[config.mk]
export PLATFORM = sky130hd
export DESIGN_NAME = ccff_chain_loader_flat
export DESIGN_NICKNAME = d
export VERILOG_FILES = /design/src/rtl/ccff_chain_loader_if.sv /design/src/rtl/ccff_chain_loader.sv /design/src/flat_wrapper.sv
export SDC_FILE = /design/constraint.sdc
export NUM_CORES = 1
export LEC_CHECK = 0
export CORE_ASPECT_RATIO = 0.8
export CORE_MARGIN = 3
export CORE_UTILIZATION = 35
export DETAILED_ROUTE_END_ITERATION = 10
export HOLD_SLACK_MARGIN = 0.1
export RECOVER_POWER = 50
export SYNTH_ARGS = -nofsm -noshare
export SYNTH_HDL_FRONTEND = slang
export SYNTH_SLANG_ARGS = --single-unit
export TNS_END_PERCENT = 20
[constraint.sdc]
create_clock -name prog_clk -period 4.8 [get_ports prog_clk]
set_input_delay 0.48 -clock prog_clk [delete_from_list [all_inputs] [get_ports prog_clk]]
set_output_delay 0.48 -clock prog_clk [all_outputs]
set_load 0.01 [all_outputs]
[src/rtl/ccff_chain_loader_if.sv]
// ccff_chain_loader_if: bitstream handshake and fabric ccff pins
interface ccff_chain_loader_if #(
  parameter int NUM_CHAINS = 4
);
  logic                  bs_valid;
  logic                  bs_ready;
  logic [NUM_CHAINS-1:0] bs_data;
  logic [NUM_CHAINS-1:0] ccff_head;
  logic                  ccff_shift_en;
  logic [NUM_CHAINS-1:0] ccff_tail;
  modport master (input bs_valid, bs_data, ccff_tail, output bs_ready, ccff_head, ccff_shift_en);
  modport slave (output bs_valid, bs_data, ccff_tail, input bs_ready, ccff_head, ccff_shift_en);
endinterface

[src/rtl/ccff_chain_loader.sv]
// ccff_chain_loader: shifts a bitstream into parallel ccff chains or runs a marker-pulse integrity test
module ccff_chain_loader #(
  parameter int NUM_CHAINS = 4,
  parameter int CHAIN_LEN  = 7424,
  parameter int CNT_W      = 14
) (
  input  logic                  prog_clk,
  input  logic                  prog_reset,
  input  logic                  start,
  input  logic                  mode,
  ccff_chain_loader_if.master   bus,
  output logic                  busy,
  output logic                  done,
  output logic                  error,
  output logic [NUM_CHAINS-1:0] err_chain,
  output logic [CNT_W-1:0]      bit_count
);
  localparam logic [CNT_W-1:0] LEN  = CNT_W'(CHAIN_LEN);
  localparam logic [CNT_W-1:0] LEN1 = CNT_W'(CHAIN_LEN + 1);
  typedef enum logic [1:0] {IDLE, LOAD, TEST, FIN} state_t;
  state_t                state, state_n;
  logic [CNT_W-1:0]      cnt, cnt_n, bit_count_n;
  logic [NUM_CHAINS-1:0] head, head_n, err_n;
  logic                  shift_en, shift_n, accept;
  assign bus.bs_ready      = state == LOAD && cnt != LEN;
  assign bus.ccff_head     = head;
  assign bus.ccff_shift_en = shift_en;
  assign accept            = bus.bs_valid && bus.bs_ready;
  assign busy              = state != IDLE;
  assign done              = state == FIN;
  assign error             = |err_chain;
  // state, chain drive and result registers
  always_ff @(posedge prog_clk) begin
    if (prog_reset) begin
      state     <= IDLE;
      cnt       <= '0;
      head      <= '0;
      shift_en  <= 1'b0;
      err_chain <= '0;
      bit_count <= '0;
    end else begin
      state     <= state_n;
      cnt       <= cnt_n;
      head      <= head_n;
      shift_en  <= shift_n;
      err_chain <= err_n;
      bit_count <= bit_count_n;
    end
  end
  // next state: cnt counts accepted beats in LOAD and the current shift cycle in TEST
  always_comb begin
    state_n     = state;
    cnt_n       = cnt;
    head_n      = head;
    shift_n     = 1'b0;
    err_n       = err_chain;
    bit_count_n = bit_count + CNT_W'(shift_en && bit_count != '1);
    case (state)
      IDLE: if (start) begin
        state_n     = mode ? TEST : LOAD;
        cnt_n       = '0;
        err_n       = '0;
        bit_count_n = '0;
        shift_n     = mode;
        head_n      = {NUM_CHAINS{mode}};
      end
      LOAD: if (accept) begin
        head_n  = bus.bs_data;
        shift_n = 1'b1;
        cnt_n   = cnt + CNT_W'(1);
      end else if (cnt == LEN) begin
        head_n  = '0;
        state_n = FIN;
      end
      TEST: begin
        head_n  = '0;
        shift_n = cnt != LEN1;
        cnt_n   = cnt + CNT_W'(1);
        for (int i = 0; i < NUM_CHAINS; i++)
          if ((cnt == LEN && bus.ccff_tail[i] !== 1'b1) || (cnt == LEN1 && bus.ccff_tail[i] !== 1'b0))
            err_n[i] = 1'b1;
        state_n = cnt == LEN1 ? FIN : TEST;
      end
      default: begin
        head_n  = '0;
        state_n = IDLE;
      end
    endcase
  end
endmodule

[src/flat_wrapper.sv]
// flat-port wrapper written by rule: the top's interface ports become plain ports
module ccff_chain_loader_flat 
#(
  parameter int NUM_CHAINS = 4,
  parameter int CHAIN_LEN  = 7424,
  parameter int CNT_W      = 14
)
  (prog_clk, prog_reset, start, mode, busy, done, error, err_chain, bit_count, bus_bs_valid, bus_bs_data, bus_ccff_tail, bus_bs_ready, bus_ccff_head, bus_ccff_shift_en);
  ccff_chain_loader_if #(.NUM_CHAINS(NUM_CHAINS)) bus_i ();
  input  logic prog_clk;
  input  logic prog_reset;
  input  logic start;
  input  logic mode;
  output logic busy;
  output logic done;
  output logic error;
  output logic [NUM_CHAINS-1:0] err_chain;
  output logic [CNT_W-1:0] bit_count;
  input wire logic [$bits(bus_i.bs_valid)-1:0] bus_bs_valid;
  input wire logic [$bits(bus_i.bs_data)-1:0] bus_bs_data;
  input wire logic [$bits(bus_i.ccff_tail)-1:0] bus_ccff_tail;
  output wire logic [$bits(bus_i.bs_ready)-1:0] bus_bs_ready;
  output wire logic [$bits(bus_i.ccff_head)-1:0] bus_ccff_head;
  output wire logic [$bits(bus_i.ccff_shift_en)-1:0] bus_ccff_shift_en;
  assign bus_i.bs_valid = bus_bs_valid;
  assign bus_i.bs_data = bus_bs_data;
  assign bus_i.ccff_tail = bus_ccff_tail;
  assign bus_bs_ready = bus_i.bs_ready;
  assign bus_ccff_head = bus_i.ccff_head;
  assign bus_ccff_shift_en = bus_i.ccff_shift_en;
  ccff_chain_loader #(.NUM_CHAINS(NUM_CHAINS), .CHAIN_LEN(CHAIN_LEN), .CNT_W(CNT_W)) u_core (.prog_clk(prog_clk), .prog_reset(prog_reset), .start(start), .mode(mode), .bus(bus_i), .busy(busy), .done(done), .error(error), .err_chain(err_chain), .bit_count(bit_count));
endmodule
Word-level counts from Yosys, hierarchy flattened

Cells that the tools add are included.

Register bits after elaboration: 39
Bits of input ports: 13
Output and inout bits: 27

$add $sub $neg: 2
Equality and inequality tests: 25
Muxes and demuxes: 24
Reduce and logical (&&, ||, !) cells: 27

Operator list:

| operator                | count |
|---|---|
| $mux W14                | 4 |
| $pmux W14 S3            | 1 |
| $eq A14 B13 Y1 const B  | 2 |
| $ne A14 B13 Y1 const B  | 2 |
| $reduce_and A3 Y1       | 6 |
| $mux W4                 | 4 |
| $pmux W4 S2             | 2 |
| $add A14 B1 Y14         | 1 |
| $add A14 B1 Y14 const B | 1 |
| $ne A14 B14 Y1 const B  | 1 |
| $logic_and A1 B1 Y1     | 11 |
| $ne A2 B1 Y1 const B    | 5 |
| $mux W2                 | 4 |
| $nex A1 B1 Y1 const B   | 8 |
| $mux W1                 | 7 |
| $ne A2 B2 Y1 const B    | 3 |
| $pmux W2 S3             | 1 |
| $eq A2 B2 Y1 const B    | 2 |
| $logic_or A1 B1 Y1      | 4 |
| $reduce_bool A2 Y1      | 2 |
| $reduce_or A4 Y1        | 1 |
| $ne A3 B2 Y1 const B    | 1 |
| $pmux W1 S3             | 1 |
| $reduce_bool A3 Y1      | 1 |
| 3 further kinds         | 3 |

Depth between registers and ports, before layout

Word-level depth: 5
Mapped depth: 10

Worst setup path after synthesis

Ideal clock, no wire load.

Path type: register to output
Start: register u_core.cnt[3]
End: output bus_bs_ready
Arrival: 1874 ps
Data required time: 4320 ps
Setup slack: 2446 ps
Cell stages (with the launch flop): 6
Path buffers: 2
Path through: dfxtp_1 or4_4 or4_1 clkbuf_1 buf_2 and2_1

Longest elaborated chain between the ends: 2

Ends and longest elaborated chain:

| item                     | RTL line                | RTL |
|---|---|---|
| start: declaration       | ccff_chain_loader.sv:22 | `logic [CNT_W-1:0] cnt, cnt_n, bit_count_n;` |
| start signal: assignment | ccff_chain_loader.sv:43 | `cnt <= cnt_n;` |
| $ne A14 B13 Y1           | ccff_chain_loader.sv:25 | `assign bus.bs_ready = state == LOAD && cnt != LEN;` |
| $logic_and A1 B1 Y1      | ccff_chain_loader.sv:25 |  |
| end: declaration         | flat_wrapper.sv:22      | `output wire logic [$bits(bus_i.bs_ready)-1:0] bus_bs_ready;` |

Every way passes these cells.

Final worst setup path

Same ends and word-level chain as after synthesis.

==> flow_summary.toml <==
[setup_path]
cp.required_ns = 4.32
reg2reg_depth = 7
endpoint_kind = "output pin"
worstReg2RegStart = "u_core.state[0]"
crit_fanout = 14
crit_type = "reg -> out"
cp.arrival_ns = 2.72
timing.reg2reg.setup_slack_ns = 2.13
start_kind = "flop"
reg2reg_to = "u_core.cnt[8]"

[synthesis]
synth_edf_count = 0
synth_area_leaders = "dfxtp_1, ha_1, or4_1, xor2_1, a21oi_1"
syn_inst = 244
syn_area_per_cell_um2 = 8.553
yosysMostFrequentCell = "dfxtp_1"
ys_top_cells_by_count = "dfxtp_1, nor2_1, a21oi_1, inv_1, or4_1"
synth-seq-cells = 39
syn_area_um2 = 2087
postSynth.asyncResetShare_pct = 0
synth-seq-area-share_pct = 37.41
ys_warn_count = 0
syn-num-nets = 267
synth_top_area_cell = "dfxtp_1"
synth_cell_types = 45
synth_top_area_share_pct = 37.41
synth-main-ff-cell = "dfxtp_1"

[cts]
cts_resized = 0
clkSlewWorstSetupHoldPaths_ns = 0.08
cts_buffers = 5
clk_latency_ns = 0.30
hold_buffers = 0
ctsLongestPathBuffers = 2
cts.sinks = 39
post_cts.repair.setup_buffers = 0
tritoncts = "built"
clockRootBuffer = "clkbuf_8"
cts_max_level = 2

[place]
io_buffers = 39
placed_cells = 349
gp_congestion = 0.8091
dp_hpwl_um = 3796

[finish]
multi_input_area_um2 = 1196
post_route_cells_drive_above_1_share_pct = 4.301
final_cells = 357
nNetsFinal = 301
fillers = 567
final-seq-area_um2 = 780.7
antenna_cells = 0
area_delta_synth_final_pct = 25.42

[global_route]
grt.overflow.total = 0
groute.layer.met3.usage_pct = 3.796
track_usage_pct = 15.18
met1_usage_pct = 23.43
grt_pass1_wl_um = 8404
antenna_found_initial = 0
use_met2_pct = 20.66
grt_busiest_layer = "met1"
grt_max_degree = 17
grt_pass1_vias = 1733

[pwr]
power_uw = 983.5
power.internal_uw = 611.8
p_sw_share_pct = 37.79
total_leakage_power_nw = 0.9811
p_comb_share_pct = 38.8
powerDensity_nw_per_um2 = 375.7
switching_power_uw = 371.7
worst_ir_drop_vdd_uv = 188.3
seqPwrFrac_pct = 38.6
p_clk_share_pct = 22.5

[sta]
setup_viol = 0
fmax_mhz = 312.3
slew_headroom_pct = 32.05
finalCritPeriodShare_pct = 66.70
tns_ns = 0
fin_skew_ns = 0.009643
grt_setup_unrepaired = "false"
fin_crit_ns = 3.202
tightest_slew_ns = 1.010
hold_viol = 0
maxSlewViolCount = 0

[routing]
num_vias = 1926
drcViolationCount = 0
totalWireLength_um = 5056
ant_nets = 0
firstDrtPassIters = 4
routedWlPerCell_um = 14.16
dr.first_iter.drc_count = 70
vias_per_cell = 5.395

[outcome]
status = "finished, final reports clean"

[min_path]
hold_depth = 2
worst_hold_path.endpoint = "u_core.cnt[13]"
min_from = "u_core.cnt[13]"
hp-class = "reg -> reg"

[die]
start_util_pct = 37.17
pin_count = 40
dieArea_um2 = 6931
die_h_um = 75.07
num_rows = 24
fp.coreArea_um2 = 5615
die-width_um = 92.34

[run]
maxCapViolations = 0
## placed cells by master, fill, tap and decap left out, types with 5 or more instances in the layout
master and n:
clkbuf_8 5, and3_1 5, nor2_1 20, a21oi_1 17, xor2_1 11, nand4_1 10
ha_1 10, dlygate4sd3_1 27, o32ai_1 5, nand2_1 9, o31ai_1 9, nand3_1 12
and4_1 5, nor3_1 5, inv_1 15, or4_1 13, dfxtp_1 39, clkdlybuf4s50_1 12
## layer usage
metal	vias up	share of wire [%]	wire length, um
met5	-	0	0
met4	0	0.93	47
met3	4	5.5	280
met2	40	41	2057
met1	898	53	2670
li1	984	-	-
## kinds of logic after synthesis
logic type	after synthesis	synth area share [%]
AND/OR/NAND/NOR	96	26.38
AO/OA/AOI/OAI	56	19.00
flip-flops	39	37.41
buffers and inverters	29	5.275
XOR/XNOR	13	5.456
adder cells (fa/ha/maj)	10	5.995
multiplexers	1	0.4796
## state kept, by name, summed over array words and instances (netlist names)
register	flops
u_core.bus.ccff_shift_en	1
u_core.bit_count	14
u_core.state	2
u_core.bus.ccff_head	4
u_core.cnt	14
u_core.err_chain	4
## worst max path at each step
stage	from	to	cells after the start
floorplan	u_core.cnt[3]	bus_bs_ready	5
global placement	u_core.cnt[3]	bus_bs_ready	4
detailed placement	u_core.cnt[3]	bus_bs_ready	4
CTS	u_core.cnt[3]	bus_bs_ready	4
global route	u_core.cnt[3]	bus_bs_ready	4
finish	u_core.cnt[3]	bus_bs_ready	4
## worst max-delay path: stages, from the launching register on
cell and delay (ns):
dfxtp_1 0.36, or4_4 0.59, or4_1 0.75, and2_1 0.26
clkdlybuf4s50_1 0.47
## per-stage QoR
stage	utilization [%]	hold WS, ns	instance area [um2]	setup WS [ns]
2_1_floorplan	-	0.4463	2087	2.446
3_3_place_gp	45.10	0.4710	2532	1.948
3_5_place_dp	45.10	0.4719	2532	1.924
4_1_cts	46.61	0.4903	2618	1.597
5_1_grt	46.61	0.5105	2618	1.523
6_report	46.61	0.4940	2618	1.598
## final cells by class
cell class | count | area share (%)
multi-input combinational | 176 | 45.70
sequential | 39 | 29.83
timing repair buffer | 40 | 15.20
tap | 78 | 3.728
clock buffer | 6 | 2.772
inverter | 16 | 2.294
clock inverter | 2 | 0.4780
## power by group through the flow
stage	clock network (mW)	registers [mW]	logic (mW)
final	0.222	0.380	0.382
after global routing	0.244	0.383	0.426
after global placement	0	0.387	0.391
after floorplan	0	0.391	0.245
after detailed placement	0	0.388	0.389
after CTS	0.229	0.380	0.391
No activity file was read; power rests on OpenSTA's default activity.
